<file path="src/rtl/multi_edge_detect.sv">
// multi_edge_detect
//   Per-channel synchroniser, debouncer and edge detector with mode-selected
//   events, sticky pending flags (write-one-to-clear) and an interrupt line.
//   Optional macro EDGE_COUNT_EN adds a saturating event counter per channel;
//   without it ev_count is tied to zero.
//
// Ports
//   clk       system clock
//   rst       synchronous reset, active-high
//   signal    raw asynchronous inputs, one bit per channel
//   mode      per-channel event select, bits [2i+1:2i]: 00 off, 01 rising,
//             10 falling, 11 both
//   clr       write-one-to-clear for pending (and counters)
//   level     debounced level per channel
//   pos_flag  one-cycle pulse on a debounced rising edge
//   neg_flag  one-cycle pulse on a debounced falling edge
//   evt       one-cycle event pulse: edge matching mode
//   pending   sticky event flags
//   irq       OR of pending
//   ev_count  per-channel event counters, CNT_W bits each
module multi_edge_detect #(
  parameter int CHANNELS        = 4,
  parameter int SYNC_STAGES     = 2,
  parameter int DEBOUNCE_CYCLES = 1,
  parameter int DB_W            = 16,
  parameter int CNT_W           = 8
) (
  input  logic                      clk,
  input  logic                      rst,
  input  logic [CHANNELS-1:0]       signal,
  input  logic [2*CHANNELS-1:0]     mode,
  input  logic [CHANNELS-1:0]       clr,
  output logic [CHANNELS-1:0]       level,
  output logic [CHANNELS-1:0]       pos_flag,
  output logic [CHANNELS-1:0]       neg_flag,
  output logic [CHANNELS-1:0]       evt,
  output logic [CHANNELS-1:0]       pending,
  output logic                      irq,
  output logic [CNT_W*CHANNELS-1:0] ev_count
);

  localparam int                PRIME_W    = 3;
  localparam logic [PRIME_W-1:0] PRIME_LOAD = PRIME_W'(SYNC_STAGES + 1);
  localparam logic [DB_W-1:0]    DB_LAST    = DB_W'(DEBOUNCE_CYCLES - 1);

  typedef enum logic {PRIME, RUN} state_t;

  state_t               state_q, state_d;
  logic [PRIME_W-1:0]   prime_q, prime_d;

  logic [CHANNELS-1:0]  sync_p0 [SYNC_STAGES];
  logic [CHANNELS-1:0]  sync_s;
  logic [DB_W-1:0]      db_cnt_p1 [CHANNELS];

  // Control: PRIME lets the level follow the synchroniser until the chain
  // holds real input data, so an input idling high never looks like an edge.
  always_ff @(posedge clk) begin
    if (rst) begin
      state_q <= PRIME;
      prime_q <= PRIME_LOAD;
    end else begin
      state_q <= state_d;
      prime_q <= prime_d;
    end
  end

  always_comb begin
    state_d = state_q;
    prime_d = prime_q;
    case (state_q)
      PRIME: begin
        prime_d = prime_q - 1'b1;
        if (prime_q == PRIME_W'(1)) state_d = RUN;
      end
      RUN:     state_d = RUN;
      default: state_d = PRIME;
    endcase
  end

  // Stage p0: synchroniser chain
  always_ff @(posedge clk) begin
    if (rst) begin
      for (int k = 0; k < SYNC_STAGES; k++) sync_p0[k] <= '0;
    end else begin
      sync_p0[0] <= signal;
      for (int k = 1; k < SYNC_STAGES; k++) sync_p0[k] <= sync_p0[k-1];
    end
  end

  assign sync_s = sync_p0[SYNC_STAGES-1];

  // Stage p1: debounce and edge flags
  always_ff @(posedge clk) begin
    if (rst) begin
      level    <= '0;
      pos_flag <= '0;
      neg_flag <= '0;
      for (int c = 0; c < CHANNELS; c++) db_cnt_p1[c] <= '0;
    end else begin
      pos_flag <= '0;
      neg_flag <= '0;
      if (state_q == PRIME) begin
        level <= sync_s;
        for (int c = 0; c < CHANNELS; c++) db_cnt_p1[c] <= '0;
      end else begin
        for (int c = 0; c < CHANNELS; c++) begin
          if (sync_s[c] != level[c]) begin
            if (db_cnt_p1[c] == DB_LAST) begin
              level[c]     <= sync_s[c];
              db_cnt_p1[c] <= '0;
              pos_flag[c]  <= sync_s[c];
              neg_flag[c]  <= ~sync_s[c];
            end else begin
              db_cnt_p1[c] <= db_cnt_p1[c] + 1'b1;
            end
          end else begin
            // the run of differing samples broke: discard it
            db_cnt_p1[c] <= '0;
          end
        end
      end
    end
  end

  always_comb begin
    evt = '0;
    for (int c = 0; c < CHANNELS; c++)
      evt[c] = (pos_flag[c] & mode[2*c]) | (neg_flag[c] & mode[2*c+1]);
  end

  // Stage p2: sticky pending; a same-cycle event beats the clear
  always_ff @(posedge clk) begin
    if (rst) pending <= '0;
    else     pending <= (pending & ~clr) | evt;
  end

  assign irq = |pending;

`ifdef EDGE_COUNT_EN
  logic [CNT_W-1:0] cnt_p2 [CHANNELS];

  always_ff @(posedge clk) begin
    if (rst) begin
      for (int c = 0; c < CHANNELS; c++) cnt_p2[c] <= '0;
    end else begin
      for (int c = 0; c < CHANNELS; c++) begin
        if (clr[c])
          cnt_p2[c] <= CNT_W'(evt[c]);
        else if (evt[c] && (cnt_p2[c] != {CNT_W{1'b1}}))
          cnt_p2[c] <= cnt_p2[c] + 1'b1;
      end
    end
  end

  always_comb begin
    ev_count = '0;
    for (int c = 0; c < CHANNELS; c++) ev_count[CNT_W*c +: CNT_W] = cnt_p2[c];
  end
`else
  assign ev_count = '0;
`endif

endmodule
</file>
<file path="config.mk">
export PLATFORM = sky130hd
export DESIGN_NAME = multi_edge_detect
export DESIGN_NICKNAME = d
export VERILOG_FILES = /design/src/rtl/multi_edge_detect.sv
export SDC_FILE = /design/constraint.sdc
export NUM_CORES = 1
export LEC_CHECK = 0
export ABC_AREA = 1
export ABC_CLOCK_PERIOD_IN_PS = 1600
export BUFFER_PORTS_ARGS = -buffer_cell sky130_fd_sc_hd__buf_2
export CAP_MARGIN = 25
export CORE_UTILIZATION = 25
export CTS_BUF_LIST = sky130_fd_sc_hd__clkbuf_8
export DETAILED_ROUTE_END_ITERATION = 7
export PLACE_DENSITY = 0.39
export SETUP_SLACK_MARGIN = 0.05
export SLEW_MARGIN = 30
export SYNTH_ARGS = -nofsm -noshare
export SYNTH_HDL_FRONTEND = slang
export SYNTH_SLANG_ARGS = --single-unit
</file>
<file path="constraint.sdc">
create_clock -name clk -period 1.6 [get_ports clk]
set_clock_uncertainty 0.2 [all_clocks]
set_input_delay 0.32 -clock clk [delete_from_list [all_inputs] [get_ports clk]]
set_output_delay 0.32 -clock clk [all_outputs]
set_load 0.03 [all_outputs]
</file>
==> flow_summary.yaml <==
die:
  ios: 71
  fp.dieW_microns: 144.1
  rows: 51
  start_util_pct: 25.75
  dieHeight_microns: 144.1
  dieArea_sq_um: 20750
  core_area_sq_um: 19590
detailed_routing:
  ant_nets: 0
  drt_iter0_drc: 202
  wire_per_inst_microns: 10.78
  vias_per_cell: 4.015
  drc: 0
  drt-total-wl_mm: 11.94
  vias: 4449
  dr.pass1.iters: 4
synth:
  synth_edf_count: 48
  synth-xor-area-share_pct: 3.472
  ys_seq_elements: 92
  syn_inst: 644
  synth_async_sr_flop_share_pct: 0
  synth.mux.area_fraction_pct: 0
  syn_area_sq_um: 5045
  postSynthAreaPerCell_sq_um: 7.834
  synth_top_family_by_area: "simple AND/OR/NAND/NOR gates"
  synthAdderAreaFrac_pct: 2.480
  synth_cell_types: 31
  yosys.area_share.simple_pct: 30.06
  ys_seq_area_share_pct: 46.03
  yosysWarnings: 0
  synth_compound_area_share_pct: 6.324
  synth_ff_type: "edfxtp_1"
timing:
  hold_violations: 0
  fin_ws_ns: -0.2947
  period_needed_ns: 1.895
  fin_setup_tns_ns: -3.238
  max_freq_ghz: 0.5278
  holdWs_ns: 0.03658
  setup_viol: 51
  rsz0062_at_grt: "yes"
  slew_violations: 0
  period_share_pct: 118.4
worst_setup_path:
  path_class: "flip-flop to primary output"
  start_kind: "flip-flop"
  slowest_stage: "or4_4"
  cpPeakStageDelay_ns: 0.52
  rrSetupSlack_ns: -0.08
  path_buf_inv: 1
  reg2reg_to: "db_cnt_p1[3][5]$_SDFFCE_PP0P_"
  cp.required_ns: 1.08
  cp_cell_sequence: "or4_4 > buf_6"
  critPathTopFamily: "simple AND/OR/NAND/NOR gates"
  reg2reg_depth: 8
  arrival_ns: 1.37
  r2r-start: "db_cnt_p1[3][0]$_SDFFCE_PP0P_"
  cp_max_fo: 2
  endpoint_kind: "primary output"
clock_network:
  cts_root_buf: "clkbuf_8"
  clockBufferDepth: 2
  clkTransAtPathRegs_ns: 0.09
  cts_made_buffers: 9
  insertion_delay_ns: 0.38
  tritoncts: "done"
  clock-sinks: 92
  ctsHtreeMaxLevel: 3
global_route:
  grt_pass1_wl_mm: 19.89
  grtUsageTotal_pct: 12.42
  use_met3_pct: 2.185
  grt_pass1_vias: 4304
  overflow: 0
  grt_max_degree: 17
  antenna_found_initial: 0
  busiest_layer: "met2"
  grtUsageMet2_pct: 20.09
  grt_util_met1_pct: 16.24
finish:
  layout_commonest_cell: "nand2_1"
  drive_gt1_share_pct: 36.65
  area_growth_syn_to_layout_pct: 47.87
  nFillCells: 2031
  nets: 866
  mostFrequentLayoutCells: "111 x nand2_1, 108 x nor2_1, 87 x buf_4"
  antenna_cells: 0
  layout.cells.non_filler: 1108
place:
  dp_slack_ns: -0.05927
  dpl.hpwl_mm: 8.381
  port_buffers: 38
  gp_congestion: 0.8091
  dp_cells: 1062
status:
  violations: "negative setup slack"
  status: "finished with violations"
power_and_ir_drop:
  p_leak_nw: 2.995
  powerDensity_nw_per_um2: 725.0
  peakVddDrop_v: 0.0003301
flow_run:
  max_cap_viol_count: 0
min_path:
  holdPathEnd: "pending[1]$_SDFF_PP0_"
  min_from: "clr[1]"
  hold_class: "primary input to flip-flop"
  hold_depth: 4
[worst min-delay path: stages]
cell and delay, ns:
buf_2 0.09, inv_1 0.04, a21oi_1 0.06, nor2_1 0.07
[stage by stage]
step	area, sq um	util, %	total power [mW]
floorplan	5341	-	3.270
global placement	6167	31.48	3.457
detailed placement	6167	31.48	3.470
CTS	6985	35.66	5.419
global route	7460	38.08	5.710
finish	7460	38.08	5.408
[power breakdown]
part	internal, mW	switching (mW)
clock network	0.911	0.864
logic	0.374	0.568
registers	2.60	0.0894
total	3.89	1.52
[logic make-up after synthesis]
| group | count (synthesis) |
|---|---|
| buffers and inverters | 111 |
| adder cells (fa/ha/maj) | 10 |
| AND/OR/NAND/NOR | 356 |
| XOR/XNOR | 20 |
| AO/OA/AOI/OAI | 53 |
| flip-flops | 92 |
| other | 2 |
[synth_stat cells (all sizes together) (7+ instances only)]
cell type	number	area [sq um]
xnor2	7	61.31
nand2	130	505.5
nand3	29	150.1
dfxtp	44	880.8
nor2	151	569.3
inv	72	275.3
xor2	13	113.9
nor3	22	132.6
ha	10	125.1
nand4	12	75.07
edfxtp	48	1441
buf	37	296.5
a21oi	36	214.0
o21ai	11	55.05
[registers in the layout, indices dropped and copies added, names as in the netlist]
signal,flops
db_cnt_p1,64
sync_p0,8
level,4
neg_flag,4
pending,4
pos_flag,4
prime_q,3
state_q,1
[worst max path at each step]
| stage | end | start | cells past startpoint |
|---|---|---|---|
| final | irq | pending[0]$_SDFF_PP0_ | 2 |
| after global routing | irq | pending[0]$_SDFF_PP0_ | 2 |
| after CTS | irq | pending[0]$_SDFF_PP0_ | 2 |
| after detailed placement | db_cnt_p1[1][15]$_SDFFCE_PP0P_ | db_cnt_p1[1][0]$_SDFFCE_PP0P_ | 6 |
| after global placement | neg_flag[2]$_SDFF_PP0_ | db_cnt_p1[2][0]$_SDFFCE_PP0P_ | 7 |
| after floorplan | db_cnt_p1[2][5]$_SDFFCE_PP0P_ | db_cnt_p1[2][0]$_SDFFCE_PP0P_ | 8 |
[layout make-up]
type	instances	area (sq um)	share of cell area (%)
clock buffers	10	137.6	1.845
clock inverters	6	78.83	1.057
inverters	72	275.3	3.690
multi-input cells	519	3114	41.75
flip-flops and latches	92	2342	31.40
well taps	265	331.6	4.445
repair buffers	144	1180	15.82
[what timing repair did]
item                                    in CTS  in global routing
buffers inserted                            22                  9
gates resized for setup                     94                134
gates cloned                                 3                  0
endpoints found under the setup margin      58                 85
pin swaps                                   25                 32
endpoints found under the hold margin        4                  0
hold buffers                                 4                  0
[layer usage]
metal	part of all wire (%)	wire length, microns
met4	1.7	201
met1	49	5822
met3	2.9	352
met5	0	0
met2	47	5564
Power figures use the tool's default switching activity.
